<file path="config.mk">
export PLATFORM = sky130hd
export DESIGN_NAME = cim_readout_seq
export DESIGN_NICKNAME = d
export VERILOG_FILES = /design/src/rtl/cim_pkg.sv /design/src/rtl/cim_edge_det.sv /design/src/rtl/cim_readout_seq.sv
export SDC_FILE = /design/constraint.sdc
export NUM_CORES = 1
export LEC_CHECK = 0
export CAP_MARGIN = 40
export CORE_AREA = 2 2 59 83
export CTS_CLUSTER_SIZE = 28
export DETAILED_ROUTE_END_ITERATION = 7
export DIE_AREA = 0 0 61 85
export PLACE_DENSITY = 0.83
export SKIP_CTS_REPAIR_TIMING = 1
export SYNTH_ARGS = -nofsm -noshare
export SYNTH_HDL_FRONTEND = slang
export SYNTH_SLANG_ARGS = --single-unit
</file>
<file path="constraint.sdc">
create_clock -name clk -period 5.2 [get_ports clk]
set_clock_uncertainty 0.15 [all_clocks]
set_input_delay 1.04 -clock clk [delete_from_list [all_inputs] [get_ports clk]]
set_output_delay 1.04 -clock clk [all_outputs]
set_load 0.01 [all_outputs]
</file>
<file path="src/rtl/cim_pkg.sv">
// Shared definitions for the CIM readout path.
//   rd_state_t       : readout sequencer state encoding
//   CIM_ADDR_W/Q_W   : output-address and result-bus widths
//   CIM_* defaults   : default job geometry and calibration timeout
package cim_pkg;

  localparam int CIM_ADDR_W = 5;
  localparam int CIM_Q_W    = 6;
  localparam int CIM_CNT_W  = 4;   // settle counter, SETTLE up to 15
  localparam int CIM_TMO_W  = 16;  // timeout counter, CAL_TIMEOUT up to 65535

  localparam int CIM_NUM_OUT     = 32;
  localparam int CIM_SETTLE      = 2;
  localparam int CIM_CAL_TIMEOUT = 1023;

  typedef enum logic [2:0] {
    ST_IDLE   = 3'd0,
    ST_CAL    = 3'd1,
    ST_WAIT   = 3'd2,
    ST_SETTLE = 3'd3,
    ST_PUSH   = 3'd4,
    ST_FIN    = 3'd5
  } rd_state_t;

endpackage

</file>
<file path="src/rtl/cim_edge_det.sv">
// Rising-edge detector with a history register that resets to 1.
// A strobe that is already high when reset releases (or when the consumer
// starts looking) is not reported until it falls and rises again.
//   clk, rst : clock, asynchronous active-high reset
//   i_sig    : strobe to watch (level or pulse)
//   o_rise   : high in the cycle i_sig is 1 and was 0 the cycle before
module cim_edge_det (
  input  logic clk,
  input  logic rst,
  input  logic i_sig,
  output logic o_rise
);

  logic r_prev;

  // NOTE: state is updated with non-blocking assignments so every flop samples
  // the pre-edge value of its inputs regardless of statement order.
  always_ff @(posedge clk or posedge rst) begin
    if (rst) r_prev <= 1'b1;
    else     r_prev <= i_sig;
  end

  assign o_rise = i_sig & ~r_prev;

endmodule

</file>
<file path="src/rtl/cim_readout_seq.sv">
// Readout sequencer around the CIM system I/O stage.
// On start: pulse cal, wait for a rising cal_done (with timeout), then for
// each output address hold a_out for SETTLE cycles, sample q_in, and offer
// the result on a valid/ready stream. done pulses after the last handshake,
// err pulses if cal_done never rises.
//   clk, rst              : clock, asynchronous active-high reset
//   i_start, i_act_en     : job request and its activation enable
//   o_busy, o_cal         : job in progress, one-cycle calibration request
//   i_cal_done            : calibration/compute completion (level or pulse)
//   o_a_out, o_eact       : output address and activation enable to the array
//   i_q_in                : result bus
//   o_m_valid/i_m_ready   : result stream handshake
//   o_m_data, o_m_idx     : sampled result and the address it came from
//   o_done, o_err         : end-of-job and calibration-timeout pulses
module cim_readout_seq
  import cim_pkg::*;
#(
  parameter int NUM_OUT     = CIM_NUM_OUT,
  parameter int SETTLE      = CIM_SETTLE,
  parameter int CAL_TIMEOUT = CIM_CAL_TIMEOUT
) (
  input  logic                  clk,
  input  logic                  rst,
  input  logic                  i_start,
  input  logic                  i_act_en,
  output logic                  o_busy,
  output logic                  o_cal,
  input  logic                  i_cal_done,
  output logic [CIM_ADDR_W-1:0] o_a_out,
  output logic                  o_eact,
  input  logic [CIM_Q_W-1:0]    i_q_in,
  output logic                  o_m_valid,
  input  logic                  i_m_ready,
  output logic [CIM_Q_W-1:0]    o_m_data,
  output logic [CIM_ADDR_W-1:0] o_m_idx,
  output logic                  o_done,
  output logic                  o_err
);

  localparam logic [CIM_ADDR_W-1:0] LAST_ADDR   = CIM_ADDR_W'(NUM_OUT - 1);
  localparam logic [CIM_CNT_W-1:0]  SETTLE_LOAD = CIM_CNT_W'(SETTLE - 1);
  localparam logic [CIM_TMO_W-1:0]  TMO_LAST    = CIM_TMO_W'(CAL_TIMEOUT - 1);

  rd_state_t             r_state;
  logic                  r_act;
  logic [CIM_ADDR_W-1:0] r_addr;
  logic [CIM_ADDR_W-1:0] r_a_out;
  logic [CIM_CNT_W-1:0]  r_cnt;
  logic [CIM_TMO_W-1:0]  r_tmo;
  logic [CIM_Q_W-1:0]    r_m_data;
  logic [CIM_ADDR_W-1:0] r_m_idx;
  logic                  r_err;
  logic                  w_cal_rise;

  // The detector runs continuously; only WAIT looks at it, so edges in any
  // other state are ignored, and a level still high on WAIT entry has
  // history 1 and is not reported.
  cim_edge_det u_cal_edge (
    .clk    (clk),
    .rst    (rst),
    .i_sig  (i_cal_done),
    .o_rise (w_cal_rise)
  );

  always_ff @(posedge clk or posedge rst) begin
    if (rst) begin
      r_state  <= ST_IDLE;
      r_act    <= 1'b0;
      r_addr   <= '0;
      r_a_out  <= '0;
      r_cnt    <= '0;
      r_tmo    <= '0;
      r_m_data <= '0;
      r_m_idx  <= '0;
      r_err    <= 1'b0;
    end else begin
      r_err <= 1'b0;
      case (r_state)
        ST_IDLE: begin
          if (i_start) begin
            r_act   <= i_act_en;
            r_addr  <= '0;
            r_tmo   <= '0;
            r_state <= ST_CAL;
          end
        end
        ST_CAL: r_state <= ST_WAIT;
        ST_WAIT: begin
          // Comparing against CAL_TIMEOUT-1 before incrementing makes the
          // abort land on the CAL_TIMEOUT-th WAIT cycle.
          if (w_cal_rise) begin
            r_cnt   <= SETTLE_LOAD;
            r_a_out <= r_addr;
            r_state <= ST_SETTLE;
          end else if (r_tmo == TMO_LAST) begin
            r_err   <= 1'b1;
            r_state <= ST_IDLE;
          end else begin
            r_tmo <= r_tmo + 1'b1;
          end
        end
        ST_SETTLE: begin
          if (r_cnt == '0) begin
            r_m_data <= i_q_in;
            r_m_idx  <= r_addr;
            r_state  <= ST_PUSH;
          end else begin
            r_cnt <= r_cnt - 1'b1;
          end
        end
        ST_PUSH: begin
          // Result registers are only written in SETTLE, so they hold while
          // the host stalls.
          if (i_m_ready) begin
            if (r_addr == LAST_ADDR) begin
              r_state <= ST_FIN;
            end else begin
              r_addr  <= r_addr + 1'b1;
              r_a_out <= r_addr + 1'b1;
              r_cnt   <= SETTLE_LOAD;
              r_state <= ST_SETTLE;
            end
          end
        end
        ST_FIN:  r_state <= ST_IDLE;
        default: r_state <= ST_IDLE;
      endcase
    end
  end

  // Status outputs are decodes of the state register only; no input reaches
  // an output without passing through a flop.
  assign o_busy    = (r_state != ST_IDLE);
  assign o_cal     = (r_state == ST_CAL);
  assign o_m_valid = (r_state == ST_PUSH);
  assign o_done    = (r_state == ST_FIN);
  assign o_eact    = o_busy & r_act;
  assign o_a_out   = r_a_out;
  assign o_m_data  = r_m_data;
  assign o_m_idx   = r_m_idx;
  assign o_err     = r_err;

endmodule

</file>
# Yosys cells after proc, flatten, opt, wreduce, memory -nomap -nowiden

Cells that the tools add are included.

Add/sub/neg operators: 3
Eq/ne operators: 16
Muxes and demuxes: 25
Bitwise gates (word level): 3
Reductions and logical operators: 14

Operator list:

| operator                | number |
|---|---|
| $mux W16                | 3 |
| $pmux W16 S2            | 1 |
| $mux W5                 | 4 |
| $pmux W5 S2             | 2 |
| $mux W3                 | 6 |
| $add A16 B1 Y16 const B | 1 |
| $eq A16 B10 Y1 const B  | 1 |
| $mux W4                 | 4 |
| $reduce_and A4 Y1       | 4 |
| $pmux W3 S5             | 1 |
| $ne A2 B2 Y1 const B    | 6 |
| $pmux W4 S3             | 1 |
| $eq A3 B2 Y1 const B    | 2 |
| $eq A3 B3 Y1 const B    | 2 |
| $reduce_bool A2 Y1      | 3 |
| $reduce_bool A3 Y1      | 2 |
| $add A5 B1 Y5 const B   | 1 |
| $eq A5 B5 Y1 const B    | 1 |
| $reduce_and A5 Y1       | 1 |
| $logic_not A4 Y1        | 1 |
| $ne A2 B1 Y1 const B    | 2 |
| $reduce_and A2 Y1       | 2 |
| $sub A4 B1 Y4 const B   | 1 |
| $eq A3 B1 Y1 const B    | 1 |
| 5 further kinds         | 8 |

Flip-flop bits (word level): 47
Input port bits: 12
Output and inout port bits: 22
Logic and storage cells: 71

# Logic depth before layout (Yosys ltp)

Word-level depth: 4
Mapped depth: 8
Depth with buffers taken out: 7

# By module

Synthesis repeated with hierarchy kept, for this count alone.

Cell total of the unflattened synthesis: 253
Area, all modules: 2477.4 µm²

By module, submodules not included:

| module          | instances | cells an instance | area each (µm²) | seq. area each (µm²) |
|---|---|---|---|---|
| cim_readout_seq | 1         | 250               | 2433.6          | 1151.1 |
| cim_edge_det    | 1         | 3                 | 43.8            | 26.3 |

# Worst setup path before layout

OpenSTA, ideal clock, no wires.

Kind: input port to flip-flop
Start: input port i_cal_done
End: register r_cnt[1]
Setup time: 0.125 ns
Data arrival time: 2.184 ns
Data required time: 4.925 ns
Slack: 2.741 ns
Cell stages on the path: 5
Buffers on the path: 1
Path through: nor2b_1 clkbuf_1 o21ai_0 a21oi_1 mux2_2

Word-level cells in the longest chain between the ends: 3

RTL lines:

| element                            | RTL line               | text |
|---|---|---|
| from (decl)                        | cim_readout_seq.sv:28  | `input logic i_cal_done,` |
| $and A1 B1 Y1                      | cim_edge_det.sv:23     | `assign o_rise = i_sig & ~r_prev;` |
| $ne A2 B1 Y1 (no source line)      | -                      |  |
| $reduce_and A5 Y1 (no source line) | -                      |  |
| to (signal assigned)               | cim_readout_seq.sv:108 | `r_cnt <= r_cnt - 1'b1;` |
| to (decl)                          | cim_readout_seq.sv:48  | `logic [CIM_CNT_W-1:0] r_cnt;` |

Every way passes these cells.
A chain may end at the register's enable or synchronous reset.

# Final worst setup path

Start: register r_state[2]
End: output port o_m_valid

Word-level cells in the longest chain between the ends: 1

RTL lines:

| element                | RTL line               | text |
|---|---|---|
| from (decl)            | cim_readout_seq.sv:44  | `rd_state_t r_state;` |
| from (signal assigned) | cim_readout_seq.sv:67  | `r_state <= ST_IDLE;` |
| from (signal assigned) | cim_readout_seq.sv:84  | `r_state <= ST_CAL;` |
| from (signal assigned) | cim_readout_seq.sv:87  | `ST_CAL: r_state <= ST_WAIT;` |
| $eq A3 B3 Y1           | cim_readout_seq.sv:135 | `assign o_m_valid = (r_state == ST_PUSH);` |
| to (decl)              | cim_readout_seq.sv:32  | `output logic o_m_valid,` |

Every way passes these cells.

==> flow_summary.json <==
{
  "yosysSeqAreaShare": 0.459,
  "tns_ns": 0,
  "clk_pin_slew_ns": 0.09,
  "total_power_uw": 1490,
  "power_switching_uw": 551,
  "core_area_sq_um": 4460,
  "synth-async-reset-ratio": 1.00,
  "startpoint_type": "register",
  "wl_mm": 5.88,
  "p_per_area_nw_per_um2": 487,
  "seqPwrFrac": 0.388,
  "first_iter_violations": 135,
  "crit_type": "register to primary output",
  "required_ns": 4.01,
  "numCtsBuffers": 5,
  "drt_pass1_iterations": 4,
  "power.share.clock": 0.210,
  "drc": 0,
  "grt_usage": 0.247,
  "timing.final.crit_share": 0.647,
  "drv_slew": 0,
  "multi_input_area_sq_um": 1270,
  "drive_above_1_share": 0.0774,
  "grt_max_degree": 37,
  "cts_sinks": 47,
  "final_common_cell": "nand2_1",
  "drv_cap": 0,
  "endpoint_kind": "primary output",
  "fillers": 371,
  "outcome": "finished clean",
  "slew_headroom": 0.515,
  "hold_class": "register to register",
  "crit_chain": "or3b_1 -> clkinv_2 -> clkdlybuf4s50_1",
  "antenna-diode-count": 0,
  "place_congestion": 0.888,
  "antenna_found_initial": 0,
  "ir_drop_v": 0.000282,
  "place_area_sq_um": 2920,
  "avgRoutedWirePerCell_microns": 15.8,
  "die_x_microns": 61,
  "cts_tree": "yes",
  "timing.fmax_mhz": 297,
  "finalCriticalPeriod_ns": 3.36,
  "synth_flop_cell": "dfrtp_1",
  "root_buffer": "clkbuf_8",
  "slowest_delay_ns": 0.63,
  "synth.distinct_cells": 63,
  "syn_area_per_cell_sq_um": 9.09,
  "die_h_microns": 85,
  "synth-edff-count": 0,
  "slowest_stage": "dfrtp_1",
  "seqCellArea_sq_um": 1180,
  "synth_nets": 300,
  "start_util": 0.574,
  "worst_pin_slew_ns": 0.725,
  "final_area_sq_um": 3050,
  "rsz0062_at_grt": "no",
  "cp.arrival_ns": 2.17,
  "vias": 2223,
  "whs_ns": 0.329,
  "p_sw_frac": 0.370,
  "mostFrequentLayoutCells": "nand2_1 (51), dfrtp_1 (46), clkdlybuf4s50_1 (33)",
  "ios": 34,
  "layout.nets": 327,
  "ant_nets": 0,
  "clk_latency_ns": 0.30,
  "fp-row-count": 29,
  "htree_levels": 2,
  "die_area_sq_um": 5190,
  "hold_violations": 0,
  "synth_cells": 282,
  "p_leak_uw": 0.00131,
  "ys_seq_elements": 47,
  "critPathMaxFanout": 15,
  "cts.path.max_buffers": 2,
  "postLayoutCoreUtil": 0.684,
  "area_growth_pct": 19.1,
  "grt_pass1_wl_mm": 9.79,
  "detailed_place_hpwl_mm": 4.23,
  "gr-total-overflow": 0,
  "grt_pass1_vias": 2095,
  "syn_area_sq_um": 2560,
  "comb_power_share": 0.402,
  "vias_per_cell": 5.98,
  "setup_viol": 0,
  "p_int_uw": 937,
  "portBuffers": 33,
  "synth_warnings": 0
}
-- cell families (layout without fill, tap and decap cells) --
group / count (synthesis) / count (layout) / share of synthesized area
AND/OR/NAND/NOR: 136 / 136 / 0.268
AO/OA/AOI/OAI: 63 / 63 / 0.175
flip-flops: 47 / 47 / 0.459
buffers and inverters: 24 / 52 / 0.0439
adder cells (fa/ha/maj): 6 / 6 / 0.0293
multiplexers: 4 / 4 / 0.0176
XOR/XNOR: 2 / 2 / 0.00684
-- worst max-delay path, delay by kind of cell (launching register included) --
family	cells	cell delay (ns)
buf+inv	2	0.73
flops	1	0.63
simple gates	1	0.51
-- metrics by stage --
| step | setup WS [ns] | instances |
|---|---|---|
| after floorplan | 2.74 | 282 |
| after global placement | 1.86 | 363 |
| after detailed placement | 1.80 | 364 |
| after CTS | 1.86 | 372 |
| after global routing | 1.73 | 372 |
| final | 1.84 | 372 |
-- power groups by stage --
stage | Combinational [uW] | Clock (uW) | Sequential, uW
floorplan | 398 | 0 | 558
global placement | 574 | 0 | 575
detailed placement | 597 | 0 | 583
CTS | 601 | 318 | 575
global route | 661 | 338 | 595
finish | 599 | 312 | 577
-- cells in the mapped netlist, drive strengths merged, types with 2 or more instances --
master	n	share of area
o311a	2	0.0078
o31ai	2	0.0059
nor2b	7	0.017
nor4	4	0.0098
mux2	4	0.018
buf	6	0.017
a221oi	3	0.015
inv	8	0.012
o211ai	2	0.0059
nand4	5	0.012
a31oi	5	0.012
nor3	4	0.0078
nor3b	2	0.0059
clkbuf	9	0.014
o311ai	2	0.0068
o21ai	18	0.035
or3	5	0.012
ha	6	0.029
and2	9	0.022
and3	4	0.0098
a22o	4	0.014
nand3	15	0.029
or3b	2	0.0068
dfrtp	46	0.45
nand3b	3	0.0088
nor2	17	0.026
a21oi	10	0.020
nand2	52	0.077
-- flip-flops by register name (all words and copies together) (netlist names) --
signal	cells
o_a_out	5
o_err	1
o_m_data	6
o_m_idx	5
r_act	1
r_addr	5
r_cnt	4
r_state	3
r_tmo	16
u_cal_edge.r_prev	1
-- layer usage --
| metal | track usage | wire length, microns |
|---|---|---|
| met1 | 0.304 | 2340 |
| met2 | 0.417 | 3080 |
| met3 | 0.0534 | 320 |
| met4 | 0.0850 | 138 |
| met5 | 0 | 0 |
-- final cells by class --
cell class | count | share of cell area
Multi-Input combinational cell | 211 | 0.417
Tap cell | 62 | 0.0254
Sequential cell | 47 | 0.386
Clock buffer | 6 | 0.0238
Timing Repair Buffer | 35 | 0.117
Inverter | 9 | 0.0115
Clock inverter | 2 | 0.0197
-- path summary, 6_finish.rpt --
check	to	cells after the start	slack [ns]	start
max	o_m_valid	3	1.84	r_state[2]
min	o_m_idx[2]	2	0.33	o_m_idx[2]
max reg2reg	r_cnt[1]	7	2.87	r_addr[1]
min reg2reg	o_m_idx[2]	2	0.33	o_m_idx[2]
max in group asynchronous	u_cal_edge.r_prev	3	3.51	rst
min in group asynchronous	r_tmo[0]	2	0.85	rst
Power figures use the tool's default switching activity.
